[config.mk]
export PLATFORM = sky130hd
export DESIGN_NAME = race_arbiter
export DESIGN_NICKNAME = d
export VERILOG_FILES = /design/src/rtl/race_arbiter_pkg.sv /design/src/rtl/race_arbiter_bcd2_counter.sv /design/src/rtl/race_arbiter.sv
export SDC_FILE = /design/constraint.sdc
export NUM_CORES = 1
export LEC_CHECK = 0
export BUFFER_PORTS_ARGS = -buffer_cell sky130_fd_sc_hd__buf_2
export CAP_MARGIN = 0
export CORE_MARGIN = 2
export CORE_UTILIZATION = 50
export DETAILED_ROUTE_END_ITERATION = 10
export PLACE_DENSITY = 0.82
export REMOVE_ABC_BUFFERS = 1
export SYNTH_ARGS = -nofsm -noshare
export SYNTH_HDL_FRONTEND = slang
export SYNTH_SLANG_ARGS = --single-unit
[constraint.sdc]
create_clock -name clk -period 6.7 [get_ports clk]
set_input_delay 1.005 -clock clk [delete_from_list [all_inputs] [get_ports clk]]
set_output_delay 1.005 -clock clk [all_outputs]
set_load 0.02 [all_outputs]
[src/rtl/race_arbiter_pkg.sv]
// Shared types for the two-player race arbiter: FSM states, player and key encodings, BCD digits.
package race_pkg;

    localparam int unsigned NUM_PLAYERS = 2;
    localparam int unsigned SCORE_BIN_W = 7;

    typedef enum logic [2:0] {
        ST_IDLE      = 3'd0,
        ST_PLAY      = 3'd1,
        ST_GRANT     = 3'd2,
        ST_WAIT_DONE = 3'd3,
        ST_OVER      = 3'd4
    } state_t;

    typedef enum logic {
        PLAYER_1 = 1'b0,
        PLAYER_2 = 1'b1
    } player_t;

    typedef enum logic [1:0] {
        KEY_NONE  = 2'b00,
        KEY_RIGHT = 2'b01,
        KEY_LEFT  = 2'b10,
        KEY_BOTH  = 2'b11
    } key_t;

    typedef logic [3:0] bcd_digit_t;

    // Box a key points at: left key -> box 0, right key -> box 1.
    function automatic logic key_to_box(key_t k);
        return k == KEY_RIGHT;
    endfunction

    function automatic logic [SCORE_BIN_W-1:0] bcd_to_bin(bcd_digit_t tens, bcd_digit_t ones);
        return SCORE_BIN_W'(tens) * SCORE_BIN_W'(10) + SCORE_BIN_W'(ones);
    endfunction

endpackage

[src/rtl/race_arbiter_bcd2_counter.sv]
// Two-digit BCD score counter with synchronous clear and single-step increment (99 wraps to 00).
module bcd2_counter
    import race_pkg::*;
(
    input  logic       clk,
    input  logic       reset,
    input  logic       clear,
    input  logic       inc,
    output bcd_digit_t digit0,
    output bcd_digit_t digit1
);

    always_ff @(posedge clk) begin
        if (reset || clear) begin
            digit0 <= '0;
            digit1 <= '0;
        end else if (inc) begin
            if (digit0 == 4'd9) begin
                digit0 <= '0;
                digit1 <= (digit1 == 4'd9) ? 4'd0 : digit1 + 4'd1;
            end else begin
                digit0 <= digit0 + 4'd1;
            end
        end
    end

endmodule

[src/rtl/race_arbiter.sv]
// Two-player button race arbiter: captures presses, serialises grants to a shared plotter, keeps BCD scores.
// Define RACE_ARB_LOCKOUT_EN to lock a player out for LOCK_CYCLES after a wrong press.
module race_arbiter
    import race_pkg::*;
#(
    parameter int unsigned TARGET      = 20,
    parameter int unsigned LOCK_CYCLES = 25_000_000
) (
    input  logic       clk,
    input  logic       reset,
    input  logic       start,
    input  logic [1:0] p1_key,
    input  logic [1:0] p2_key,
    input  logic       p1_box,
    input  logic       p2_box,
    input  logic       plot_done,
    output logic       plot_req,
    output logic       plot_player,
    output logic [1:0] advance,
    output logic [3:0] p1_score0,
    output logic [3:0] p1_score1,
    output logic [3:0] p2_score0,
    output logic [3:0] p2_score1,
    output logic       game_over,
    output logic [1:0] winner
);

    if (TARGET < 1 || TARGET > 99 || LOCK_CYCLES < 1) begin : g_bad_cfg
        $error("race_arbiter: TARGET must be 1..99 and LOCK_CYCLES at least 1");
    end

    state_t                  state;
    player_t                 gnt;
    player_t                 last_grant;
    player_t                 pick_c;
    key_t                    key_in   [NUM_PLAYERS];
    key_t                    key_prev [NUM_PLAYERS];
    key_t                    pend_key [NUM_PLAYERS];
    logic [NUM_PLAYERS-1:0]  pend;
    logic [NUM_PLAYERS-1:0]  press_c;
    logic [NUM_PLAYERS-1:0]  locked;
    logic [NUM_PLAYERS-1:0]  box_in;
    logic [NUM_PLAYERS-1:0]  score_inc_c;
    logic                    score_clr_c;
    logic                    match_c;
    logic [SCORE_BIN_W-1:0]  gnt_score_c;

    assign key_in[0] = key_t'(p1_key);
    assign key_in[1] = key_t'(p2_key);
    assign box_in    = {p2_box, p1_box};

    always_ff @(posedge clk) begin
        key_prev[0] <= key_in[0];
        key_prev[1] <= key_in[1];
    end

    // A press is a clean 00 -> single-key edge while the game is live.
    always_comb begin
        press_c = '0;
        for (int p = 0; p < NUM_PLAYERS; p++) begin
            press_c[p] = (state == ST_PLAY || state == ST_GRANT || state == ST_WAIT_DONE)
                      && key_prev[p] == KEY_NONE
                      && (key_in[p] == KEY_LEFT || key_in[p] == KEY_RIGHT)
                      && !locked[p];
        end
    end

    // Ties go to whoever was not served last.
    always_comb begin
        pick_c = PLAYER_1;
        if (pend == 2'b11) begin
            pick_c = (last_grant == PLAYER_1) ? PLAYER_2 : PLAYER_1;
        end else if (pend[1]) begin
            pick_c = PLAYER_2;
        end
    end

    assign match_c     = key_to_box(pend_key[gnt]) == box_in[gnt];
    assign score_inc_c = (state == ST_GRANT && match_c)
                       ? ((gnt == PLAYER_2) ? 2'b10 : 2'b01) : 2'b00;
    assign score_clr_c = (state == ST_IDLE) && start;
    assign gnt_score_c = (gnt == PLAYER_2) ? bcd_to_bin(p2_score1, p2_score0)
                                           : bcd_to_bin(p1_score1, p1_score0);

`ifdef RACE_ARB_LOCKOUT_EN
    localparam int unsigned LOCK_W = $clog2(LOCK_CYCLES + 1);

    logic [LOCK_W-1:0]      lock_cnt [NUM_PLAYERS];
    logic [NUM_PLAYERS-1:0] lock_load_c;

    assign lock_load_c = {gnt == PLAYER_2, gnt == PLAYER_1}
                       & {NUM_PLAYERS{state == ST_GRANT && !match_c}};

    always_ff @(posedge clk) begin
        if (reset) begin
            lock_cnt[0] <= '0;
            lock_cnt[1] <= '0;
        end else begin
            for (int p = 0; p < NUM_PLAYERS; p++) begin
                if (lock_load_c[p]) begin
                    lock_cnt[p] <= LOCK_W'(LOCK_CYCLES);
                end else if (lock_cnt[p] != '0) begin
                    lock_cnt[p] <= lock_cnt[p] - LOCK_W'(1);
                end
            end
        end
    end

    always_comb begin
        locked = '0;
        for (int p = 0; p < NUM_PLAYERS; p++) begin
            locked[p] = lock_cnt[p] != '0;
        end
    end
`else
    assign locked = '0;
`endif

    always_ff @(posedge clk) begin
        if (reset) begin
            state       <= ST_IDLE;
            pend        <= '0;
            pend_key[0] <= KEY_NONE;
            pend_key[1] <= KEY_NONE;
            gnt         <= PLAYER_1;
            last_grant  <= PLAYER_2;
            plot_req    <= 1'b0;
            plot_player <= 1'b0;
            advance     <= '0;
            game_over   <= 1'b0;
            winner      <= '0;
        end else begin
            advance <= '0;
            for (int p = 0; p < NUM_PLAYERS; p++) begin
                if (press_c[p] && !pend[p]) begin
                    pend[p]     <= 1'b1;
                    pend_key[p] <= key_in[p];
                end
            end
            case (state)
                ST_IDLE: begin
                    if (start) begin
                        state  <= ST_PLAY;
                        pend   <= '0;
                        winner <= '0;
                    end
                end
                ST_PLAY: begin
                    if (!start) begin
                        state <= ST_IDLE;
                    end else if (pend != '0) begin
                        state      <= ST_GRANT;
                        gnt        <= pick_c;
                        last_grant <= pick_c;
                    end
                end
                ST_GRANT: begin
                    pend[gnt] <= 1'b0;
                    if (match_c) begin
                        state       <= ST_WAIT_DONE;
                        advance     <= score_inc_c;
                        plot_req    <= 1'b1;
                        plot_player <= gnt;
                    end else begin
                        state <= ST_PLAY;
                    end
                end
                ST_WAIT_DONE: begin
                    if (plot_done) begin
                        plot_req <= 1'b0;
                        if (gnt_score_c == SCORE_BIN_W'(TARGET)) begin
                            state     <= ST_OVER;
                            game_over <= 1'b1;
                            winner    <= (gnt == PLAYER_2) ? 2'b10 : 2'b01;
                        end else begin
                            state <= ST_PLAY;
                        end
                    end
                end
                ST_OVER: begin
                    if (!start) begin
                        state     <= ST_IDLE;
                        game_over <= 1'b0;
                    end
                end
                default: state <= ST_IDLE;
            endcase
        end
    end

    bcd2_counter u_p1_score (
        .clk    (clk),
        .reset  (reset),
        .clear  (score_clr_c),
        .inc    (score_inc_c[0]),
        .digit0 (p1_score0),
        .digit1 (p1_score1)
    );

    bcd2_counter u_p2_score (
        .clk    (clk),
        .reset  (reset),
        .clear  (score_clr_c),
        .inc    (score_inc_c[1]),
        .digit0 (p2_score0),
        .digit1 (p2_score1)
    );

endmodule

## After elaboration in Yosys (flattened, before gate mapping)

Memory sizes are Yosys's and may differ from the RTL's. A register that Yosys moved wholly into a read port is not among the register bits.
Cells that the tools add are included.
Widths: inputs -> output; s select.

| storage, ports and cells | value |
|---|---|
| bits in registers | 30 |
| RAM bits | 8 |
| bits of input ports | 10 |
| output and inout port bits | 23 |
| logic and storage cells | 136 |
| memories | 2 |

Memory list:

| memory | depth | width | read ports | clocked after memory_dff | wr ports | RTL line | source |
|---|---|---|---|---|---|---|---|
| key_prev | 2 | 2 | 2 | 0 | 2 | race_arbiter.sv:37 | `key_t key_prev [NUM_PLAYERS];` |
| pend_key | 2 | 2 | 1 | 1 | 2 | race_arbiter.sv:38 | `key_t pend_key [NUM_PLAYERS];` |

| operators by class | value |
|---|---|
| $add $sub $neg | 6 |
| multipliers | 2 |
| order comparisons | 2 |
| eq/ne operators | 22 |
| muxes and demuxes | 51 |
| bitwise operators | 6 |
| reduce and logical (&&, ||, !) cells | 32 |

Operators by type and width:

| operator | count |
|---|---|
| $mux 1 | 25 |
| $mux 2 | 9 |
| $mux 3 | 6 |
| $add 4x1->4 const B | 4 |
| $eq 4x4->1 const B | 4 |
| $mux 4 | 4 |
| $pmux 3 s5 | 1 |
| $add 7x4->7 | 2 |
| $mul 4x3->6 const B | 2 |
| $reduce_and 4->1 | 3 |
| $logic_and 1x1->1 | 9 |
| $ne 2x2->1 const B | 4 |
| $pmux 2 s2 | 2 |
| $reduce_bool 2->1 | 4 |
| $eq 7x5->1 const B | 1 |
| $mux 7 | 1 |
| $eq 2x1->1 const B | 3 |
| $eq 2x2->1 const B | 3 |
| $eq 3x2->1 const B | 2 |
| $reduce_and 2->1 | 3 |
| $reduce_and 3->1 | 2 |
| $logic_or 1x1->1 | 5 |
| $logic_not 2->1 | 2 |
| $pmux 1 s2 | 2 |
| other kinds (15) | 18 |

## Logic depth before layout (Yosys ltp)

Gate-level depths: netlist (run 1).

| depth | value |
|---|---|
| word-level depth | 10 |
| gate-level depth with buffers | 10 |
| depth with buffers taken out | 10 |

## By module

A second synthesis (run 1) with hierarchy kept.

| unflattened totals | value |
|---|---|
| cells, all modules | 263 |
| area total of the unflattened synthesis | 2443.6 um^2 |

Modules (own cells, without submodules):

| module | times used | cells an instance | area each (um^2) | sequential area each (um^2) |
|---|---|---|---|---|
| race_arbiter | 1 | 173 | 1605.3 | 500.5 |
| bcd2_counter | 2 | 45 | 419.2 | 160.2 |

## Worst setup path before layout (run 1)

Ideal clock, no wire load.

| timing | value |
|---|---|
| path kind | reg-to-reg |
| start | reg u_p2_score.digit1[3] |
| end | reg winner[0] |
| library setup time | 0.092 ns |
| data arrival time | 2.644 ns |
| data required time | 6.608 ns |
| path slack | 3.964 ns |
| stages on the path, launching flop included | 11 |
| path buffers | 0 |
| clock period less this slack | 2.736 ns |
| path through | dfxtp_1 -> ha_1 -> ha_1 -> inv_1 -> fa_1 -> nor2b_1 -> o21ai_0 -> a31oi_1 -> o22a_1 -> or3b_1 -> o32ai_1 |

| on the way | value |
|---|---|
| cells in the longest elaborated chain, start to end | 6 |

RTL lines:

| what | RTL line | source |
|---|---|---|
| start: declaration | race_arbiter_bcd2_counter.sv:10 | `output bcd_digit_t digit1` |
| start signal: assignment | race_arbiter_bcd2_counter.sv:20 | `digit1 <= (digit1 == 4'd9) ? 4'd0 : digit1 + 4'd1;` |
| $mul 4x3->6 | race_arbiter_pkg.sv:35 | `return SCORE_BIN_W'(tens) * SCORE_BIN_W'(10) + SCORE_BIN_W'(ones);` |
| $add 7x4->7 | race_arbiter_pkg.sv:35 |  |
| $mux 7 | race_arbiter.sv:82 | `assign gnt_score_c = (gnt == PLAYER_2) ? bcd_to_bin(p2_score1, p2_score0)` |
| $eq 7x5->1 | race_arbiter.sv:171 | `if (gnt_score_c == SCORE_BIN_W'(TARGET)) begin` |
| $ne 2x1->1 (no source line) | - |  |
| $reduce_and 4->1 (no source line) | - |  |
| end signal: assignment | race_arbiter.sv:174 | `winner <= (gnt == PLAYER_2) ? 2'b10 : 2'b01;` |
| end: declaration | race_arbiter.sv:25 | `output logic [1:0] winner` |

Every way passes these cells.
A chain may end at the register's enable or synchronous reset.

## Final worst setup path (run 1)

| timing | value |
|---|---|
| start | reg u_p1_score.digit1[1] |
| end | reg winner[0] |

| on the way | value |
|---|---|
| cells in the longest elaborated chain, start to end | 6 |

RTL lines:

| what | RTL line |
|---|---|
| start: declaration | race_arbiter_bcd2_counter.sv:10 |
| start signal: assignment | race_arbiter_bcd2_counter.sv:20 |
| $mul 4x3->6 | race_arbiter_pkg.sv:35 |
| $add 7x4->7 | race_arbiter_pkg.sv:35 |
| $mux 7 | race_arbiter.sv:82 |
| $eq 7x5->1 | race_arbiter.sv:171 |
| $ne 2x1->1 (no source line) | - |
| $reduce_and 4->1 (no source line) | - |

Every way passes these cells.

==> results of run 1 <==
## registers in the layout (all words and copies together) (netlist names), named ones only
name / flops
winner: 2
key_prev: 4
pend: 2
plot_req: 1
gnt: 1
plot_player: 1
last_grant: 1
u_p1_score.digit0: 4
state: 3
u_p2_score.digit1: 4
pend_key: 4
advance: 2
u_p1_score.digit1: 4
u_p2_score.digit0: 4
game_over: 1
## metrics by stage
stage | hold WS, ps | total power [mW] | utilization | setup WS, ps
2_1_floorplan | 467 | 0.261 | - | 3960
3_3_place_gp | 446 | 0.269 | 0.557 | 3990
3_5_place_dp | 448 | 0.270 | 0.557 | 3910
4_1_cts | 459 | 0.429 | 0.578 | 3860
5_1_grt | 491 | 0.443 | 0.578 | 3700
6_report | 460 | 0.425 | 0.578 | 3860
## critical path, delay by kind of cell, from the launching register on
kind / cells / cell delay [ps]
xor gates and xnor gates: 1 / 190
AOI/OAI and AO/OA: 3 / 620
DFF: 1 / 500
adders and majority gates: 3 / 940
buffers and inverters: 1 / 70
and+or+nand+nor: 1 / 430
## synth_stat cells (2+ instances only)
library cell  instances  area (um^2)
nand2b_1              4         25.0
or3_1                 6         37.5
nor2b_1               8         50.1
nor3_1                2         10.0
nand4b_1              2         17.5
a21oi_1              18         90.1
o32ai_1               2         17.5
a31oi_1               4         25.0
o21ai_0              15         75.1
nand2_1              20         75.1
clkbuf_1              3         11.3
nand3b_1              2         15.0
dfxtp_1              35          701
edfxtp_1              4          120
nor3b_1               4         30.0
mux2i_1               4         40.0
nor4_1                3         18.8
nor2_1               28          105
xor2_1                5         43.8
ha_1                 14          175
xnor2_1               7         61.3
fa_1                  4         80.1
inv_1                22         82.6
a2111oi_0             2         17.5
nand3_1              11         55.1
## report_power, final
part	internal [mW]	switching [mW]	leakage [nW]	total, mW
sequential	0.239	0.00294	0.325	0.242
combinational	0.00817	0.0144	0.665	0.0226
clock	0.0726	0.0877	0.0418	0.160
total	0.320	0.105	1.03	0.425
## layer usage
layer	wire (um)	vias to the layer above	part of all wire	GRT usage
met3	146	6	0.034	0.0592
met5	0	-	0	0
met1	2050	864	0.47	0.230
li1	-	949	-	-
met2	2090	36	0.48	0.331
met4	44	0	0.010	0.0406
## cells by family (layout without fill, tap and decap cells)
family | Yosys count | after routing | share of synthesized area
adders and majority gates | 18 | 18 | 0.117
buffers and inverters | 27 | 62 | 0.0469
muxes | 4 | 4 | 0.0183
AOI/OAI and AO/OA | 54 | 54 | 0.155
xor gates and xnor gates | 12 | 12 | 0.0481
DFF | 39 | 39 | 0.375
and+or+nand+nor | 98 | 98 | 0.240
## worst max path at each step
| stage | endpoint | slack (ps) | cells after the start |
|---|---|---|---|
| 2_1_floorplan | winner[0] | 3960 | 10 |
| 3_3_place_gp | winner[0] | 3990 | 9 |
| 3_5_place_dp | winner[0] | 3910 | 9 |
| 4_1_cts | winner[0] | 3860 | 9 |
| 5_1_grt | winner[0] | 3700 | 10 |
| 6_report | winner[0] | 3860 | 9 |
## layout make-up
class	instances	area [um^2]
Clock buffer	5	68.8
Clock inverter	3	20.0
Fill cell	387	1810
Inverter	22	82.6
Multi-Input combinational cell	186	1260
Sequential cell	39	821
Tap cell	52	65.1
Timing Repair Buffer	32	160
==> impl_metrics.prom, run 1 <==
# TYPE chip_impl_metric gauge
chip_impl_info{name="status",value="completed"} 1
chip_impl_metric{name="routed_wire_length_per_instance",unit="um"} 12.8
chip_impl_metric{name="cts-resized-gates",unit=""} 0
chip_impl_metric{name="chipWidth",unit="um"} 70.1
chip_impl_metric{name="post-route-min-period",unit="ps"} 2840
chip_impl_metric{name="first_pass_iters",unit=""} 4
chip_impl_info{name="rsz0062_at_grt",value="no"} 1
chip_impl_metric{name="timing.final.crit_share",unit=""} 0.424
chip_impl_info{name="critPathSlowestCell",value="dfxtp_1"} 1
chip_impl_metric{name="pin_count_of_the_biggest_net_entering_global_routing",unit=""} 18
chip_impl_info{name="rr_startpoint",value="u_p1_score.digit1[1]"} 1
chip_impl_metric{name="synth-edff-count",unit=""} 4
chip_impl_metric{name="htree_num_levels",unit=""} 2
chip_impl_metric{name="clock_latency_on_the_worst_skew_pair",unit="ps"} 290
chip_impl_metric{name="vdd.ir_drop.worst",unit="V"} 0.000126
chip_impl_metric{name="cts-hold-fix-buffers",unit=""} 0
chip_impl_metric{name="worstHoldPathCells",unit=""} 2
chip_impl_metric{name="antenna_left",unit=""} 0
chip_impl_metric{name="syn_area",unit="mm^2"} 0.00219
chip_impl_metric{name="first_global_vias",unit=""} 1779
chip_impl_metric{name="row_count",unit=""} 24
chip_impl_info{name="min_path_type",value="reg2reg"} 1
chip_impl_metric{name="worst-slew-pin-transition",unit="ps"} 640
chip_impl_metric{name="design.portCount",unit=""} 33
chip_impl_metric{name="dpl.cell_count",unit=""} 331
chip_impl_metric{name="num_vias",unit=""} 1855
chip_impl_metric{name="clk_pin_slew",unit="ps"} 80
chip_impl_metric{name="async_set_reset_flop_share_out_of_synthesis",unit=""} 0
chip_impl_metric{name="post_dp_cell_area",unit="mm^2"} 0.00239
chip_impl_info{name="cts.root.buffer_cell",value="clkbuf_8"} 1
chip_impl_metric{name="finalHoldViolations",unit=""} 0
chip_impl_metric{name="finalSetupViolCount",unit=""} 0
chip_impl_metric{name="diode_count",unit=""} 0
chip_impl_info{name="category_of_the_worst_setup_path_capture_point",value="flop"} 1
chip_impl_info{name="tritoncts",value="done"} 1
chip_impl_info{name="final_common_cell",value="dfxtp_1"} 1
chip_impl_metric{name="finClkSkew",unit="ps"} 6.29
chip_impl_metric{name="grt_antenna_before_repair",unit=""} 0
chip_impl_metric{name="synth-seq-area-share",unit=""} 0.375
chip_impl_info{name="hold_path_end",value="plot_req"} 1
chip_impl_metric{name="timing.critical_path.slowest_cell_delay",unit="ps"} 500
chip_impl_metric{name="final_layout_size_suffix_gt1_frac",unit=""} 0.153
chip_impl_metric{name="drt_iter0_markers",unit=""} 82
chip_impl_metric{name="r2r_cells",unit=""} 9
chip_impl_metric{name="cts.sink_count",unit=""} 39
chip_impl_metric{name="p_leak",unit="nW"} 1.03
chip_impl_metric{name="detailed_place_hpwl",unit="um"} 3200
chip_impl_metric{name="cts_post_setup_buffers_inserted",unit=""} 0
chip_impl_metric{name="max-clock-path-buffers",unit=""} 2
chip_impl_metric{name="final_cells",unit=""} 339
chip_impl_metric{name="power_density",unit="mW/mm^2"} 171
chip_impl_metric{name="post-route-drc-count",unit=""} 0
chip_impl_info{name="r2r-end",value="winner[0]"} 1
chip_impl_metric{name="final_nets",unit=""} 314
chip_impl_metric{name="die_h",unit="um"} 70.1
chip_impl_metric{name="warnings_synthesis",unit=""} 0
chip_impl_info{name="worst_setup_path_start_kind",value="flop"} 1
chip_impl_info{name="critical-path-top-cell-by-count",value="ha_1"} 1
chip_impl_metric{name="ys_seq_elements",unit=""} 39
chip_impl_metric{name="r2r_setup_slack",unit="ps"} 3860
chip_impl_metric{name="detail_route.vias_per_cell",unit=""} 5.47
chip_impl_info{name="setup.worst_path.start",value="u_p1_score.digit1[1]"} 1
chip_impl_metric{name="wirelength",unit="um"} 4330
chip_impl_metric{name="layout-area-overhead-vs-synth",unit="%"} 13.4
chip_impl_metric{name="final_design_area_no_fill",unit="mm^2"} 0.00248
chip_impl_metric{name="grt.total_usage",unit=""} 0.190
chip_impl_metric{name="final_slew_violations",unit=""} 0
chip_impl_metric{name="initial_core_util",unit=""} 0.509
chip_impl_info{name="dominantRegCellSynth",value="dfxtp_1"} 1
chip_impl_metric{name="port_buffers",unit=""} 32
chip_impl_info{name="layout.cells.most_common_list",value="dfxtp_1, buf_2, nor2_1"} 1
chip_impl_metric{name="postSynthCellCount",unit=""} 252
chip_impl_metric{name="globalRouteOverflowTotal",unit=""} 0
chip_impl_info{name="setup.worst_path.class",value="reg2reg"} 1
chip_impl_metric{name="critPathMaxFanout",unit=""} 10
chip_impl_info{name="path_cells",value="ha_1 > ha_1 > inv_1 > fa_1 > xnor2_1 > a41oi_1 > o22a_1 > or3b_1 > o32ai_1"} 1
chip_impl_metric{name="cp.required",unit="ps"} 6900
chip_impl_metric{name="grt_first_pass_wirelength",unit="um"} 7540
chip_impl_metric{name="yosysUniqueCellTypes",unit=""} 48
chip_impl_metric{name="placeableCoreArea",unit="mm^2"} 0.00429
chip_impl_info{name="worstHoldStart",value="plot_req"} 1
chip_impl_metric{name="cts-buffers-inserted",unit=""} 5
chip_impl_metric{name="slew-limit-headroom",unit=""} 0.573
chip_impl_metric{name="globalplace.congestion",unit=""} 0.868
chip_impl_metric{name="max_clock_freq",unit="MHz"} 352
chip_impl_metric{name="arrival",unit="ps"} 3050
chip_impl_metric{name="synth_area_per_cell",unit="um^2"} 8.68
chip_impl_metric{name="cap_viol_max_count",unit=""} 0
chip_impl_metric{name="total_negative_slack",unit="ps"} 0
chip_impl_metric{name="fp.dieArea",unit="mm^2"} 0.00492
Power figures use the tool's default switching activity.
==> run 2, diff against run 1 <==
--- a/config.mk
+++ b/config.mk
@@ -10,7 +10,7 @@
 export CORE_MARGIN = 2
 export CORE_UTILIZATION = 50
 export DETAILED_ROUTE_END_ITERATION = 10
-export PLACE_DENSITY = 0.82
+export PLACE_DENSITY = 0.85
 export REMOVE_ABC_BUFFERS = 1
 export SYNTH_ARGS = -nofsm -noshare
 export SYNTH_HDL_FRONTEND = slang
==> constraint.sdc (replaced) <==
create_clock -name clk -period 2.5 [get_ports clk]
set_input_delay 0.375 -clock clk [delete_from_list [all_inputs] [get_ports clk]]
set_output_delay 0.375 -clock clk [all_outputs]
set_load 0.02 [all_outputs]
==> run 2 against run 1 <==
- the run now ends with setup timing left
- die area stayed put
- clock skew is 3.3 ps lower
- critical path depth is 2 higher
- sequential power grew to 2.7 times the previous value
- power grew to 2.9 times the previous value
- combinational power grew to 3.0 times the previous value
- non-clock buffer count is 15 higher
- largest power group unchanged
==> impl_metrics.prom, run 2 (synthesis gave the netlist of run 1 again) <==
# TYPE chip_impl_metric gauge
chip_impl_metric{name="port_buffers",unit=""} 32
chip_impl_info{name="hold_path_end",value="key_prev[0][1]"} 1
chip_impl_metric{name="wirelength",unit="um"} 4890
chip_impl_info{name="setup.worst_path.start",value="u_p2_score.digit1[3]"} 1
chip_impl_metric{name="die_h",unit="um"} 70.1
chip_impl_metric{name="num_vias",unit=""} 1936
chip_impl_metric{name="finalSetupViolCount",unit=""} 5
chip_impl_metric{name="routed_wire_length_per_instance",unit="um"} 13.8
chip_impl_metric{name="vdd.ir_drop.worst",unit="V"} 0.000381
chip_impl_metric{name="finish.utilization",unit=""} 0.631
chip_impl_info{name="setup.worst_path.class",value="reg2reg"} 1
chip_impl_info{name="violations",value="setup timing"} 1
chip_impl_metric{name="max-clock-path-buffers",unit=""} 2
chip_impl_metric{name="final.hold.worst_slack",unit="ps"} 216
chip_impl_info{name="layout.cells.most_common_list",value="buf_2, dfxtp_1, nor2_1"} 1
chip_impl_metric{name="slew-limit-headroom",unit=""} 0.568
chip_impl_metric{name="globalRouteOverflowTotal",unit=""} 0
chip_impl_info{name="r2r-end",value="winner[0]"} 1
chip_impl_metric{name="clk_pin_slew",unit="ps"} 80
chip_impl_metric{name="cts.sink_count",unit=""} 39
chip_impl_metric{name="first_global_vias",unit=""} 1877
chip_impl_metric{name="p_leak",unit="nW"} 1.13
chip_impl_metric{name="cts-hold-fix-buffers",unit=""} 0
chip_impl_metric{name="final_slew_violations",unit=""} 0
chip_impl_metric{name="critPathMaxFanout",unit=""} 4
chip_impl_info{name="worst_setup_path_start_kind",value="flop"} 1
chip_impl_metric{name="final_layout_size_suffix_gt1_frac",unit=""} 0.258
chip_impl_metric{name="grt.total_usage",unit=""} 0.206
chip_impl_metric{name="r2r_cells",unit=""} 11
chip_impl_metric{name="globalplace.congestion",unit=""} 0.854
chip_impl_metric{name="cp.required",unit="ps"} 2710
chip_impl_metric{name="cts-buffers-inserted",unit=""} 5
chip_impl_metric{name="detailed_place_hpwl",unit="um"} 3560
chip_impl_metric{name="layout-area-overhead-vs-synth",unit="%"} 23.9
chip_impl_metric{name="grt_antenna_before_repair",unit=""} 0
chip_impl_info{name="tritoncts",value="done"} 1
chip_impl_metric{name="initial_core_util",unit=""} 0.509
chip_impl_metric{name="placeableCoreArea",unit="mm^2"} 0.00429
chip_impl_metric{name="pin_count_of_the_biggest_net_entering_global_routing",unit=""} 18
chip_impl_metric{name="finClkSkew",unit="ps"} 3.01
chip_impl_metric{name="worstHoldPathCells",unit=""} 1
chip_impl_info{name="min_path_type",value="in2reg"} 1
chip_impl_metric{name="antenna_left",unit=""} 0
chip_impl_metric{name="htree_num_levels",unit=""} 2
chip_impl_metric{name="drt_iter0_markers",unit=""} 75
chip_impl_info{name="rr_startpoint",value="u_p2_score.digit1[3]"} 1
chip_impl_info{name="rsz0062_at_grt",value="yes"} 1
chip_impl_metric{name="worst-slew-pin-transition",unit="ps"} 647
chip_impl_metric{name="finalHoldViolations",unit=""} 0
chip_impl_info{name="status",value="finished, violations left"} 1
chip_impl_metric{name="power_density",unit="mW/mm^2"} 460
chip_impl_metric{name="final_critical_path_setup_slack",unit="ps"} -136
chip_impl_metric{name="fp.dieArea",unit="mm^2"} 0.00492
chip_impl_info{name="final_common_cell",value="buf_2"} 1
chip_impl_metric{name="diode_count",unit=""} 0
chip_impl_metric{name="post-route-drc-count",unit=""} 0
chip_impl_metric{name="timing.final.crit_share",unit=""} 1.05
chip_impl_metric{name="chipWidth",unit="um"} 70.1
chip_impl_metric{name="first_pass_iters",unit=""} 4
chip_impl_metric{name="detail_route.vias_per_cell",unit=""} 5.47
chip_impl_metric{name="total_negative_slack",unit="ps"} -321
chip_impl_metric{name="post-route-min-period",unit="ps"} 2640
chip_impl_info{name="category_of_the_worst_setup_path_capture_point",value="flop"} 1
chip_impl_metric{name="cap_viol_max_count",unit=""} 0
chip_impl_metric{name="r2r_setup_slack",unit="ps"} -140
chip_impl_info{name="worstHoldStart",value="p1_key[1]"} 1
chip_impl_metric{name="max_clock_freq",unit="MHz"} 379
chip_impl_metric{name="final_nets",unit=""} 329
chip_impl_metric{name="arrival",unit="ps"} 2850
chip_impl_info{name="cts.root.buffer_cell",value="clkbuf_8"} 1
chip_impl_metric{name="design.portCount",unit=""} 33
chip_impl_metric{name="clock_latency_on_the_worst_skew_pair",unit="ps"} 290
chip_impl_metric{name="grt_first_pass_wirelength",unit="um"} 8050
chip_impl_metric{name="row_count",unit=""} 24
==> run 2: worst max-delay path, stage by stage, from the launching register on <==
cell      delay (ps)
dfxtp_2          340
ha_4             270
ha_4             120
inv_2             30
fa_1             520
buf_6            120
nand2b_1          60
a21oi_2          120
a31oi_1           70
o22a_1           260
or3b_4           450
o32ai_2          200
==> run 2: final cells by class <==
| type | instances | area [um^2] |
|---|---|---|
| timing repair buffer | 47 | 277 |
| inverter | 22 | 82.6 |
| sequential | 39 | 827 |
| clock inverter | 3 | 42.5 |
| tap | 52 | 65.1 |
| clock buffer | 5 | 68.8 |
| fill | 367 | 1590 |
| multi-input combinational | 186 | 1350 |
==> run 2: worst max-delay path by stage <==
stage                      to  slack [ps]  cells after the start
floorplan           winner[0]        -240                     10
global placement    winner[0]         -60                     10
detailed placement  winner[0]        -160                     10
CTS                 winner[0]        -140                     11
global route        winner[0]        -260                     10
finish              winner[0]        -140                     11
==> run 2: timing repair <==
action,4_1_cts,5_1_grt
endpoints found under the hold margin,0,0
cloned,0,0
buffers inserted,0,1
pin swaps,2,9
gates resized for setup,9,14
endpoints found under the setup margin,5,5
==> run 2: metal layers <==
| metal | track usage | routed length, um | vias up | share of wire |
|---|---|---|---|---|
| met2 | 0.362 | 2550 | 36 | 0.52 |
| met3 | 0.0462 | 174 | 6 | 0.036 |
| li1 | - | - | 982 | - |
| met5 | 0 | 0 | - | 0 |
| met4 | 0.0876 | 61 | 0 | 0.012 |
| met1 | 0.239 | 2100 | 912 | 0.43 |
==> run 2: where the power goes <==
part           switching, mW  leakage (nW)  internal, mW
combinational         0.0433         0.742        0.0247
sequential           0.00603         0.328         0.640
clock                  0.233        0.0562         0.298
total                  0.283          1.13         0.963
==> run 2: metrics by stage <==
step / area [um^2] / setup WS (ps) / power [mW] / cells
2_1_floorplan: 2170 / -236 / 0.699 / 247
3_3_place_gp: 2500 / -63.2 / 0.723 / 345
3_5_place_dp: 2500 / -158 / 0.725 / 345
4_1_cts: 2650 / -141 / 1.25 / 353
5_1_grt: 2710 / -256 / 1.29 / 354
6_report: 2710 / -136 / 1.25 / 354
